--- src/rtl/fight_engine.sv ---
`timescale 1ns/1ps
// fight_engine
//   Per-frame game-state engine for a two-player fighting game. Once per
//   frame tick it samples both controllers, moves the players (clamped to the
//   arena, blocked on body overlap), resolves attacks with per-player
//   cooldowns, updates health and game-over status, and streams the six
//   display registers to the vga_display Avalon-MM slave.
//
// Ports
//   clk            system clock
//   reset_n        asynchronous active-low reset
//   frame_tick     one-cycle pulse per frame; honoured only in IDLE/GAMEOVER
//   start          one-cycle pulse; restarts the match, honoured only in GAMEOVER
//   p1_btn/p2_btn  {attack, down, up, right, left}, active-high
//   av_address     display register index (0..5)
//   av_writedata   display register value
//   av_write       write strobe
//   av_chipselect  always equal to av_write
//   game_over      high once the match has ended, until start
//   winner         01 P1 won, 10 P2 won, 11 draw, 00 in progress
//   dbg_state      current FSM state (state_t encoding)
//
// Handshake: the display slave has no waitrequest, so this is a strobe-only
// write port. Every cycle with av_write = 1 is one accepted write of
// av_writedata to av_address; there is no back-pressure and no retry.
module fight_engine #(
    parameter int X_MIN        = 4,
    parameter int X_MAX        = 155,
    parameter int Y_MIN        = 4,
    parameter int Y_MAX        = 115,
    parameter int ATTACK_RANGE = 8,
    parameter int COOLDOWN     = 30,
    parameter int INIT_HEALTH  = 3
) (
    input  logic       clk,
    input  logic       reset_n,
    input  logic       frame_tick,
    input  logic       start,
    input  logic [4:0] p1_btn,
    input  logic [4:0] p2_btn,
    output logic [3:0] av_address,
    output logic [7:0] av_writedata,
    output logic       av_write,
    output logic       av_chipselect,
    output logic       game_over,
    output logic [1:0] winner,
    output logic [2:0] dbg_state
);

    typedef enum logic [2:0] {
        S_IDLE     = 3'd0,
        S_MOVE     = 3'd1,
        S_RESOLVE  = 3'd2,
        S_WRITE    = 3'd3,
        S_GAMEOVER = 3'd4
    } state_t;

    localparam logic [7:0] XMIN8   = 8'(X_MIN);
    localparam logic [7:0] XMAX8   = 8'(X_MAX);
    localparam logic [7:0] YMIN8   = 8'(Y_MIN);
    localparam logic [7:0] YMAX8   = 8'(Y_MAX);
    localparam logic [7:0] CD8     = 8'(COOLDOWN);
    localparam logic [7:0] HEALTH8 = 8'(INIT_HEALTH);
    localparam logic [8:0] RANGE9  = 9'(ATTACK_RANGE);
    localparam logic [8:0] BOX9    = 9'd6;
    localparam logic [7:0] P1X0 = 8'd10;
    localparam logic [7:0] P1Y0 = 8'd70;
    localparam logic [7:0] P2X0 = 8'd80;
    localparam logic [7:0] P2Y0 = 8'd70;

    state_t     state, state_n;
    logic [2:0] wcnt;
    logic [4:0] b1, b2;
    logic [7:0] p1x, p1y, p2x, p2y;
    logic [7:0] h1, h2, cd1, cd2;
    logic       prev1, prev2;

    // One axis step: opposing buttons cancel; result clamped to [lo, hi].
    // lo >= 3 so a decrement from lo never wraps.
    function automatic logic [7:0] step_axis(input logic [7:0] v, input logic inc,
                                             input logic dec, input logic [7:0] lo,
                                             input logic [7:0] hi);
        logic [7:0] t;
        t = v;
        if (inc && !dec) t = v + 8'd1;
        else if (dec && !inc) t = v - 8'd1;
        if (t < lo) t = lo;
        if (t > hi) t = hi;
        return t;
    endfunction

    function automatic logic [8:0] abs_diff(input logic [7:0] a, input logic [7:0] b);
        logic signed [8:0] d;
        d = $signed({1'b0, a}) - $signed({1'b0, b});
        return (d < 0) ? 9'(-d) : 9'(d);
    endfunction

    // Tentative positions for the MOVE cycle.
    logic [7:0] tx1, ty1, tx2, ty2;
    logic       overlap;
    // Attack resolution on committed positions.
    logic       in_range, hit1, hit2;
    // Burst sequencing.
    logic       w_start, w_last, go_over;
    logic [2:0] rd_idx;
    logic [7:0] rd_data;

    always_comb begin
        tx1 = step_axis(p1x, b1[1], b1[0], XMIN8, XMAX8);
        ty1 = step_axis(p1y, b1[3], b1[2], YMIN8, YMAX8);
        tx2 = step_axis(p2x, b2[1], b2[0], XMIN8, XMAX8);
        ty2 = step_axis(p2y, b2[3], b2[2], YMIN8, YMAX8);
        overlap = (abs_diff(tx1, tx2) <= BOX9) && (abs_diff(ty1, ty2) <= BOX9);

        in_range = (abs_diff(p1x, p2x) <= RANGE9) && (abs_diff(p1y, p2y) <= BOX9);
        hit1 = b1[4] && !prev1 && (cd1 == 8'd0) && in_range;
        hit2 = b2[4] && !prev2 && (cd2 == 8'd0) && in_range;
    end

    always_comb begin
        // A GAMEOVER refresh starts the burst directly; start has priority.
        w_start = (state == S_RESOLVE) ||
                  ((state == S_GAMEOVER) && frame_tick && !start);
        w_last  = (state == S_WRITE) && (wcnt == 3'd5);
        go_over = (h1 == 8'd0) || (h2 == 8'd0);
        rd_idx  = 3'(wcnt + 3'd1);
        case (rd_idx)
            3'd1:    rd_data = p1y;
            3'd2:    rd_data = p2x;
            3'd3:    rd_data = p2y;
            3'd4:    rd_data = h1;
            3'd5:    rd_data = h2;
            default: rd_data = p1x;
        endcase
    end

    always_comb begin
        state_n = state;
        case (state)
            S_IDLE:     if (frame_tick) state_n = S_MOVE;
            S_MOVE:     state_n = S_RESOLVE;
            S_RESOLVE:  state_n = S_WRITE;
            S_WRITE:    if (w_last) state_n = go_over ? S_GAMEOVER : S_IDLE;
            S_GAMEOVER: begin
                if (start)           state_n = S_IDLE;
                else if (frame_tick) state_n = S_WRITE;
            end
            default:    state_n = S_IDLE;
        endcase
    end

    always_ff @(posedge clk or negedge reset_n) begin
        if (!reset_n) state <= S_IDLE;
        else          state <= state_n;
    end

    always_ff @(posedge clk or negedge reset_n) begin
        if (!reset_n) begin
            wcnt          <= 3'd0;
            b1            <= 5'd0;
            b2            <= 5'd0;
            p1x           <= P1X0;
            p1y           <= P1Y0;
            p2x           <= P2X0;
            p2y           <= P2Y0;
            h1            <= HEALTH8;
            h2            <= HEALTH8;
            cd1           <= 8'd0;
            cd2           <= 8'd0;
            prev1         <= 1'b0;
            prev2         <= 1'b0;
            av_address    <= 4'd0;
            av_writedata  <= 8'd0;
            av_write      <= 1'b0;
            av_chipselect <= 1'b0;
            game_over     <= 1'b0;
            winner        <= 2'b00;
        end else begin
            case (state)
                S_IDLE: begin
                    if (frame_tick) begin
                        b1 <= p1_btn;
                        b2 <= p2_btn;
                    end
                end
                S_MOVE: begin
                    // Overlapping tentative boxes freeze both players.
                    if (!overlap) begin
                        p1x <= tx1;
                        p1y <= ty1;
                        p2x <= tx2;
                        p2y <= ty2;
                    end
                end
                S_RESOLVE: begin
                    if (hit1 && (h2 != 8'd0)) h2 <= h2 - 8'd1;
                    if (hit2 && (h1 != 8'd0)) h1 <= h1 - 8'd1;
                    // Cooldown reloads on a landed hit, otherwise runs down.
                    if (hit1)              cd1 <= CD8;
                    else if (cd1 != 8'd0)  cd1 <= cd1 - 8'd1;
                    if (hit2)              cd2 <= CD8;
                    else if (cd2 != 8'd0)  cd2 <= cd2 - 8'd1;
                    prev1 <= b1[4];
                    prev2 <= b2[4];
                end
                S_WRITE: begin
                    if (w_last && go_over) begin
                        game_over <= 1'b1;
                        winner    <= {h1 == 8'd0, h2 == 8'd0};
                    end
                end
                S_GAMEOVER: begin
                    if (start) begin
                        b1        <= 5'd0;
                        b2        <= 5'd0;
                        p1x       <= P1X0;
                        p1y       <= P1Y0;
                        p2x       <= P2X0;
                        p2y       <= P2Y0;
                        h1        <= HEALTH8;
                        h2        <= HEALTH8;
                        cd1       <= 8'd0;
                        cd2       <= 8'd0;
                        prev1     <= 1'b0;
                        prev2     <= 1'b0;
                        game_over <= 1'b0;
                        winner    <= 2'b00;
                    end
                end
                default: ;
            endcase

            // Registered write port: the word for cycle k is loaded on the
            // edge that ends cycle k-1.
            if (w_start) begin
                wcnt          <= 3'd0;
                av_address    <= 4'd0;
                av_writedata  <= p1x;
                av_write      <= 1'b1;
                av_chipselect <= 1'b1;
            end else if ((state == S_WRITE) && !w_last) begin
                wcnt          <= rd_idx;
                av_address    <= {1'b0, rd_idx};
                av_writedata  <= rd_data;
            end else if (w_last) begin
                av_write      <= 1'b0;
                av_chipselect <= 1'b0;
            end
        end
    end

    assign dbg_state = state;

endmodule

--- config.mk ---
export PLATFORM = sky130hd
export DESIGN_NAME = fight_engine
export DESIGN_NICKNAME = d
export VERILOG_FILES = /design/src/rtl/fight_engine.sv
export SDC_FILE = /design/constraint.sdc
export NUM_CORES = 1
export LEC_CHECK = 0
export CAP_MARGIN = 20
export CORE_MARGIN = 2
export CORE_UTILIZATION = 50
export DETAILED_ROUTE_END_ITERATION = 7
export GPL_ROUTABILITY_DRIVEN = 0
export HOLD_SLACK_MARGIN = 0.05
export PLACE_DENSITY = 0.66
export SYNTH_ARGS = -nofsm -noshare
export SYNTH_HDL_FRONTEND = slang
export SYNTH_SLANG_ARGS = --single-unit
--- constraint.sdc ---
create_clock -name clk -period 6.8 [get_ports clk]
set_input_delay 1.36 -clock clk [delete_from_list [all_inputs] [get_ports clk]]
set_output_delay 1.36 -clock clk [all_outputs]
set_load 0.03 [all_outputs]
## Yosys cells after proc, flatten, opt, wreduce, memory -nomap -nowiden

Index checks and enable logic that the tools add are counted.

- Input bits: 14
- Flip-flop bits (word level): 98
- Word-level logic and storage cells: 211
- Output and inout bits: 20

- Reduce and logical (&&, ||, !) cells: 62
- Add/subtract/negate cells: 21
- Order comparisons: 16
- Eq/ne operators: 21
- Mux-type cells: 72

Operators by type and width:

| operator | number |
|---|---|
| $mux 8 | 33 |
| $pmux 8 s2 | 8 |
| $sub 8x1->8 const B | 8 |
| $pmux 8 s5 | 1 |
| $lt 9x1->1 const B | 4 |
| $mux 9 | 4 |
| $neg 9->9 | 4 |
| $sub 8x8->9 | 4 |
| $add 8x1->8 const B | 4 |
| $logic_not 8->1 | 4 |
| $lt 8x3->1 const B | 4 |
| $reduce_bool 8->1 | 4 |
| $le 9x3->1 const B | 3 |
| $reduce_and 3->1 | 8 |
| $logic_and 1x1->1 | 23 |
| $mux 3 | 7 |
| $pmux 5 s2 | 2 |
| $gt 8x7->1 const B | 2 |
| $gt 8x8->1 const B | 2 |
| $mux 5 | 3 |
| $pmux 3 s5 | 1 |
| $eq 3x2->1 const B | 4 |
| $eq 3x3->1 const B | 4 |
| $logic_not 1->1 | 12 |
| other kinds (16) | 39 |

## Logic depth before layout (Yosys ltp)

Gate-level depths: netlist (run 1).

- Depth in word-level cells: 15
- Depth in mapped cells: 27
- Gate-level depth less buffers: 25

## Worst setup path after synthesis (run 1)

Ideal clock, no wire load.

- Path type: reg-to-reg
- From: reg b1[3]
- To: reg p1y[0]
- Setup slack: 640 ps
- Data arrival time: 6,035 ps
- Required time: 6,675 ps
- Period minus slack after synthesis: 6,160 ps
- Stages on the path, launching flop included: 25
- Path buffers: 1
- Library setup time: 125 ps
- Cells stage by stage: dfrtp_1 > nand2b_1 > or4_1 > or3_1 > nor3_1 > a31oi_1 > xor2_1 > nor2b_1 > inv_1 > or4_1 > a21o_1 > ha_1 > nor2b_1 > o31a_1 > o311ai_0 > and2_0 > nand2_1 > a211oi_1 > a21o_1 > and4_1 > or4b_1 > a221o_1 > o21ai_1 > buf_2 > mux2_2

- Word-level cells in the longest chain between the ends: 15
- Elaborated cells between the ends (all ways): 19
- Those cells by class: 2 x add/sub; 4 x order compare; 1 x eq/ne; 7 x mux; 5 x reduce/logical

Ends and longest elaborated chain:

| item | RTL line | RTL |
|---|---|---|
| start, declared | 73 | `logic [4:0] b1, b2;` |
| start signal, assigned | 182 | `b1 <= p1_btn;` |
| $logic_not 1->1 | 86 | `else if (dec && !inc) t = v - 8'd1;` |
| $logic_and 1x1->1 | 86 |  |
| $mux 8 | 86 |  |
| $mux 8 (*) | 85 | `if (inc && !dec) t = v + 8'd1;` |
| $lt 8x3->1 | 87 | `if (t < lo) t = lo;` |
| $mux 8 (*) | 87 |  |
| $gt 8x7->1 | 88 | `if (t > hi) t = hi;` |
| $mux 8 (*) | 88 |  |
| $sub 8x8->9 | 94 | `d = $signed({1'b0, a}) - $signed({1'b0, b});` |
| $neg 9->9 or $lt 9x1->1 (tied branches) | 95 | `return (d < 0) ? 9'(-d) : 9'(d);` |
| $mux 9 | 95 |  |
| $le 9x3->1 | 113 | `overlap = (abs_diff(tx1, tx2) <= BOX9) && (abs_diff(ty1, ty2) <= BOX9);` |
| $logic_and 1x1->1 | 113 |  |
| $ne 2x2->1 (no line) | -- |  |
| $reduce_and 3->1 (no line) | -- |  |
| end signal, assigned | 190 | `p1y <= ty1;` |
| end, declared | 74 | `logic [7:0] p1x, p1y, p2x, p2y;` |

Every way passes the cells marked *; elsewhere a longest branch is shown, timed or not. The select of a mux whose other input is x is not followed.
A chain may end at the register's enable or synchronous reset.

## Worst setup path after layout (run 1)

Same ends and word-level chain as after synthesis.

==> reports/metrics.csv, run 1 <==
metric,value,unit
nets,1078,
synth_cell_type_count,87,
fp.dieH,132,um
rsz0062_at_grt,no,
synthCells,983,
critPathLaunchType,flip-flop,
status,"finished, final reports clean",
clkTransAtPathRegs,0.06,ns
floorplan.die_area,0.0174,mm^2
drtIter0Drc,570,
avgSynthCellArea,8.32,um^2
ant_nets,0,
worst_setup_path_end_kind,flip-flop,
fin_crit_sh,0.935,
netlist_area,0.00818,mm^2
finalNonFillerCells,1231,
drv_slew,0,
grt_overflow,0,
placed_cells,1205,
dp_worst_setup_slack,0.0335,ns
synth-async-reset-ratio,1.00,
fin_crit,6.36,ns
io_buffer_count,32,
crit_required,7.03,ns
grt_usage,0.253,
cts_tree,yes,
totalWireLength,22200,um
wl_per_cell,18.0,um
cts.sink_count,94,
yosys_warnings,0,
synth_top_area_cell,dfrtp_1,
grt_max_degree,71,
firstDrtPassIters,5,
dpl.hpwl,16700,um
hold_path.class,flip-flop to flip-flop,
start_util,0.513,
seq_area_frac_synth,0.290,
critPathKind,flip-flop to flip-flop,
final_util,0.574,
drive_gt1_frac,0.102,
worst_pin_slew,1.04,ns
synth_edf_count,0,
std_cell_rows,46,
yosys-top-cells-area,"dfrtp_1, ha_1, dfstp_2",
die_x,132,um
cts_root_buf,clkbuf_16,
viasPerCell,6.12,
synth-seq-cells,94,
min-delay-start,av_writedata[5],
clockBufferDepth,2,
clk_latency,0.35,ns
holdPathEnd,av_writedata[5],
first_global_vias,6874,
rrSetupSlack,0.44,ns
whs_path_depth,2,
r2r_start,b1[3],
worstRegToRegCells,25,
synth_top_cell_area_share,0.245,
core_area,0.0159,mm^2
finalClockSkew,0.00681,ns
finalWorstSetupSlack,0.445,ns
cts_inserted_buffers,9,
ios,34,
syn_to_final_growth,11.8,%
relSlewSlack,0.301,
grt_pass1_wl,35800,um
reg2reg_to,p1y[0],
yosys_most_used_dff,dfrtp_1,
maxCapViolCount,0,
grt_antenna_before_repair,0,
setup_violations,0,
num_antenna_cells,0,
drc,0,
fmaxAchievable,157,MHz
fin_tns_setup,0,ns
hold_viol,0,
worstPathMaxFanout,9,
arrival,6.59,ns
cts_max_level,3,
via_count,7538,
==> cell usage in the layout, fill, tap and decap left out, drive strengths merged, types with 27 or more instances in the layout <==
| cell | Yosys | layout |
|---|---|---|
| nand2 | 98 | 98 |
| dfrtp | 80 | 80 |
| o21ai | 74 | 74 |
| nor2 | 62 | 62 |
| a21oi | 61 | 61 |
| inv | 58 | 58 |
| ha | 50 | 50 |
| xnor2 | 35 | 35 |
| clkdlybuf4s50 | 0 | 31 |
| or3 | 27 | 27 |
==> layer usage <==
metal  vias up  track usage  routed length (um)
li1       3699            -                   -
met1      3619        0.358               10600
met2       193        0.402               10100
met3        27       0.0373                1100
met4         0       0.0725                 408
met5         -            0                   0
==> cells in the mapped netlist (13+ instances only) <==
library cell  number
o21ai_0           69
xnor2_1           32
nand2_1           98
mux2i_1           16
or3_1             27
dfrtp_1           80
dfstp_2           14
a32o_1            13
nor2_1            62
nand2b_1          15
a21oi_1           60
and2_1            15
nor2b_1           19
inv_1             58
nand4_1           20
clkbuf_1          29
mux2_2            13
ha_1              50
xor2_1            13
nor3_1            25
nand3_1           24
a21o_1            18
==> kinds of logic (layout without fill, tap and decap cells) <==
kind of cell,Yosys count,count (layout),synth area share
XOR/XNOR,48,48,0.0541
buffers and inverters,99,130,0.0497
AO/OA/AOI/OAI,291,291,0.245
AND/OR/NAND/NOR,365,365,0.235
adder cells (fa/ha/maj),55,55,0.0876
multiplexers,29,29,0.0375
flip-flops,94,94,0.290
other,2,3,0.000918
==> worst max-delay path, stage by stage, from the launching register on <==
cell and delay, ns:
dfrtp_1 0.41, nand2b_2 0.23, or4_1 0.42, or3_1 0.34
nor3_1 0.15, a31oi_1 0.07, xor2_1 0.18, nor2b_2 0.19
inv_1 0.07, or4_4 0.44, a21oi_2 0.18, ha_1 0.18
inv_1 0.06, fa_1 0.49, xnor2_1 0.31, nand3_1 0.16
nor3_1 0.24, nand2_1 0.08, a211oi_1 0.21, a21o_1 0.11
and4_1 0.21, or4b_1 0.44, a221o_1 0.38, o21ai_2 0.21
buf_6 0.17, mux2_2 0.34
==> how the worst max path moves through the flow <==
stage	slack (ns)	endpoint	startpoint
3_5_place_dp	0.03	p2y[4]	b1[3]
3_3_place_gp	0.17	p1x[2]	b1[3]
4_1_cts	0.01	p2x[0]	b1[3]
6_report	0.44	p1y[0]	b1[3]
2_1_floorplan	0.64	p1y[0]	b1[3]
5_1_grt	0.003	p1y[3]	b1[3]
==> cell type report <==
class	count	area [um^2]
Sequential cell	94	2370
Clock buffer	12	267
Fill cell	1500	6790
Multi-Input combinational cell	791	5470
Clock inverter	4	53.8
Tap cell	216	270
Inverter	58	218
Timing Repair Buffer	56	505
==> per-stage QoR <==
stage                     cell area (um^2)  hold WS (ns)
final                                 9150         0.479
after global placement                8700         0.465
after detailed placement              8700         0.464
after floorplan                       8180         0.452
after CTS                             9020         0.489
after global routing                  9150         0.508
==> state kept, by name, indices dropped and copies added (netlist names), 2 cells and up <==
| register | count |
|---|---|
| h2 | 8 |
| cd2 | 8 |
| dbg_state | 3 |
| av_writedata | 8 |
| b1 | 5 |
| h1 | 8 |
| p1x | 8 |
| p2x | 8 |
| av_address | 3 |
| p2y | 8 |
| b2 | 5 |
| cd1 | 8 |
| winner | 2 |
| p1y | 8 |
==> repair_timing <==
action                     CTS  global route
setup endpoints to repair    0            32
setup buffers                0            10
gates resized for setup      0            16
hold buffers                 0             0
Power of run 1 is left out: the tool's default activity adds up to more than one toggle a clock period on the data nets, which glitch-free logic cannot reach.
==> run 2: changes to the inputs <==
--- a/config.mk
+++ b/config.mk
@@ -6,12 +6,13 @@
 export NUM_CORES = 1
 export LEC_CHECK = 0
 export CAP_MARGIN = 20
-export CORE_MARGIN = 2
+export CORE_MARGIN = 3
 export CORE_UTILIZATION = 50
 export DETAILED_ROUTE_END_ITERATION = 7
 export GPL_ROUTABILITY_DRIVEN = 0
 export HOLD_SLACK_MARGIN = 0.05
-export PLACE_DENSITY = 0.66
+export PLACE_DENSITY = 0.75
+export SKIP_LAST_GASP = 1
 export SYNTH_ARGS = -nofsm -noshare
 export SYNTH_HDL_FRONTEND = slang
 export SYNTH_SLANG_ARGS = --single-unit
==> reports/metrics.csv, run 2 (synthesized netlist as in run 1, its figures left out) <==
metric,value,unit,change
cts_max_level,3,,unchanged
final_cell_area,0.00907,mm^2,-0.85%
rrSetupSlack,0.32,ns,-0.12 ns
wl_per_cell,18.2,um,+1.3%
hold_viol,0,,unchanged
final_util,0.569,,-0.00487
layout_commonest_cell,nand2_1,,
firstDrtPassIters,6,,+1
worstRegToRegCells,24,,-4.0%
start_util,0.513,,unchanged
via_count,7721,,+2.4%
grtUsageMet2,0.401,,-0.00102
finalClockSkew,0.00605,ns,-0.000759 ns
clk_latency,0.34,ns,about the same
grt_max_degree,60,,-15%
drv_slew,0,,unchanged
grt_overflow,0,,unchanged
cts_root_buf,clkbuf_16,,
clockBufferDepth,2,,unchanged
grt_busiest_layer,met2,,
fin_tns_setup,0,ns,unchanged
ff_latch_area,0.00237,mm^2,unchanged
postPlaceCellArea,0.00870,mm^2,unchanged
floorplan.die_area,0.0179,mm^2,+3.1%
finalNonFillerCells,1224,,-0.57%
num_antenna_cells,0,,unchanged
arrival,6.71,ns,+0.12 ns
placed_cells,1205,,unchanged
status,"finished, final reports clean",,
multiInputGateArea,0.00547,mm^2,+0.16%
fin_crit,6.48,ns,+0.125 ns
relSlewSlack,0.413,,+0.112
use_met3,0.0319,,-0.00541
drc,0,,unchanged
drive_gt1_frac,0.0972,,-0.00524
ant_nets,0,,unchanged
nets,1071,,-0.65%
fmaxAchievable,154,MHz,-1.9%
use_met1,0.345,,-0.0127
cts_tree,yes,,
ios,34,,unchanged
dpl.hpwl,16800,um,+0.20%
drtIter0Drc,644,,+13%
cts_hold_buf,0,,unchanged
cts.sink_count,94,,unchanged
r2r_start,b1[3],,
min-delay-start,av_writedata[4],,
maxCapViolCount,0,,unchanged
hold_path.class,flip-flop to flip-flop,,
worst_pin_slew,0.877,ns,-0.167 ns
grt_usage,0.245,,-0.00759
grt_antenna_before_repair,0,,unchanged
core_area,0.0159,mm^2,unchanged
reg2reg_to,p1y[0],,
nFillCells,1437,,-4.2%
syn_to_final_growth,10.9,%,
worst_setup_path_end_kind,flip-flop,,
clkTransAtPathRegs,0.07,ns,about the same
holdPathEnd,av_writedata[4],,
crit_required,7.03,ns,about the same
setup_violations,0,,unchanged
critPathLaunchType,flip-flop,,
die_x,134,um,+1.5%
grt_pass1_wl,36100,um,+0.94%
std_cell_rows,46,,unchanged
fp.dieH,134,um,+1.5%
first_global_vias,7120,,+3.6%
critPathKind,flip-flop to flip-flop,,
worstPathMaxFanout,10,,+1
viasPerCell,6.31,,+3.0%
whs_path_depth,2,,unchanged
io_buffer_count,32,,unchanged
totalWireLength,22300,um,+0.69%
fin_crit_sh,0.953,,+0.0183
final_cell_mix,"nand2_1, dfrtp_1, o21ai_0, nor2_1, inv_1",,
cts_inserted_buffers,9,,unchanged
-- run 2: worst max path at each step --
stage                     startpoint  cells after the start      to
after floorplan                b1[3]                     24  p1y[0]
after global placement         b1[3]                     25  p2y[5]
after detailed placement       b1[3]                     25  p2x[1]
after CTS                      b1[3]                     24  p2x[1]
after global routing           b1[3]                     26  p1y[0]
final                          b1[3]                     24  p1y[0]
-- run 2: through the flow --
step,setup WS (ns),hold WS (ns)
detailed placement,0.0921,0.471
CTS,0.0424,0.486
floorplan,0.640,0.452
finish,0.320,0.483
global route,-0.0526,0.507
global placement,0.330,0.462
-- run 2: critical path: stages, from the launching register on --
cell and delay, ns:
dfrtp_1 0.41, nand2b_1 0.23, or4_1 0.43, or3_1 0.34, nor3_1 0.14, a31oi_1 0.08
xor2_1 0.18, nor2b_2 0.18, inv_1 0.06, or4_1 0.46, a21o_1 0.24, ha_1 0.34
nor2b_1 0.16, o31a_1 0.28, o22a_1 0.19, and2_2 0.24, or3_1 0.32, a21oi_1 0.17
a21o_1 0.13, and4_1 0.21, or4b_1 0.44, a221o_1 0.38, o21ai_2 0.20, buf_6 0.19
mux2_2 0.34
-- run 2: layout make-up --
type                            count  area share
Sequential cell                    94       0.261
Timing Repair Buffer               49      0.0499
Multi-Input combinational cell    791       0.603
Tap cell                          216      0.0298
Clock buffer                       12      0.0283
Clock inverter                      4     0.00331
Inverter                           58      0.0240
-- run 2: per-layer routing --
layer / wire, um / up-vias
met5: 0 / -
met1: 10100 / 3739
met3: 1400 / 27
met4: 353 / 0
li1: - / 3682
met2: 10400 / 273
-- run 2: repair_timing --
item | 4_1_cts | 5_1_grt
endpoints found under the hold margin | 0 | 0
gates resized for setup | 0 | 18
setup endpoints to repair | 0 | 32
setup buffers | 0 | 3
Power of run 2 is left out for the same reason.
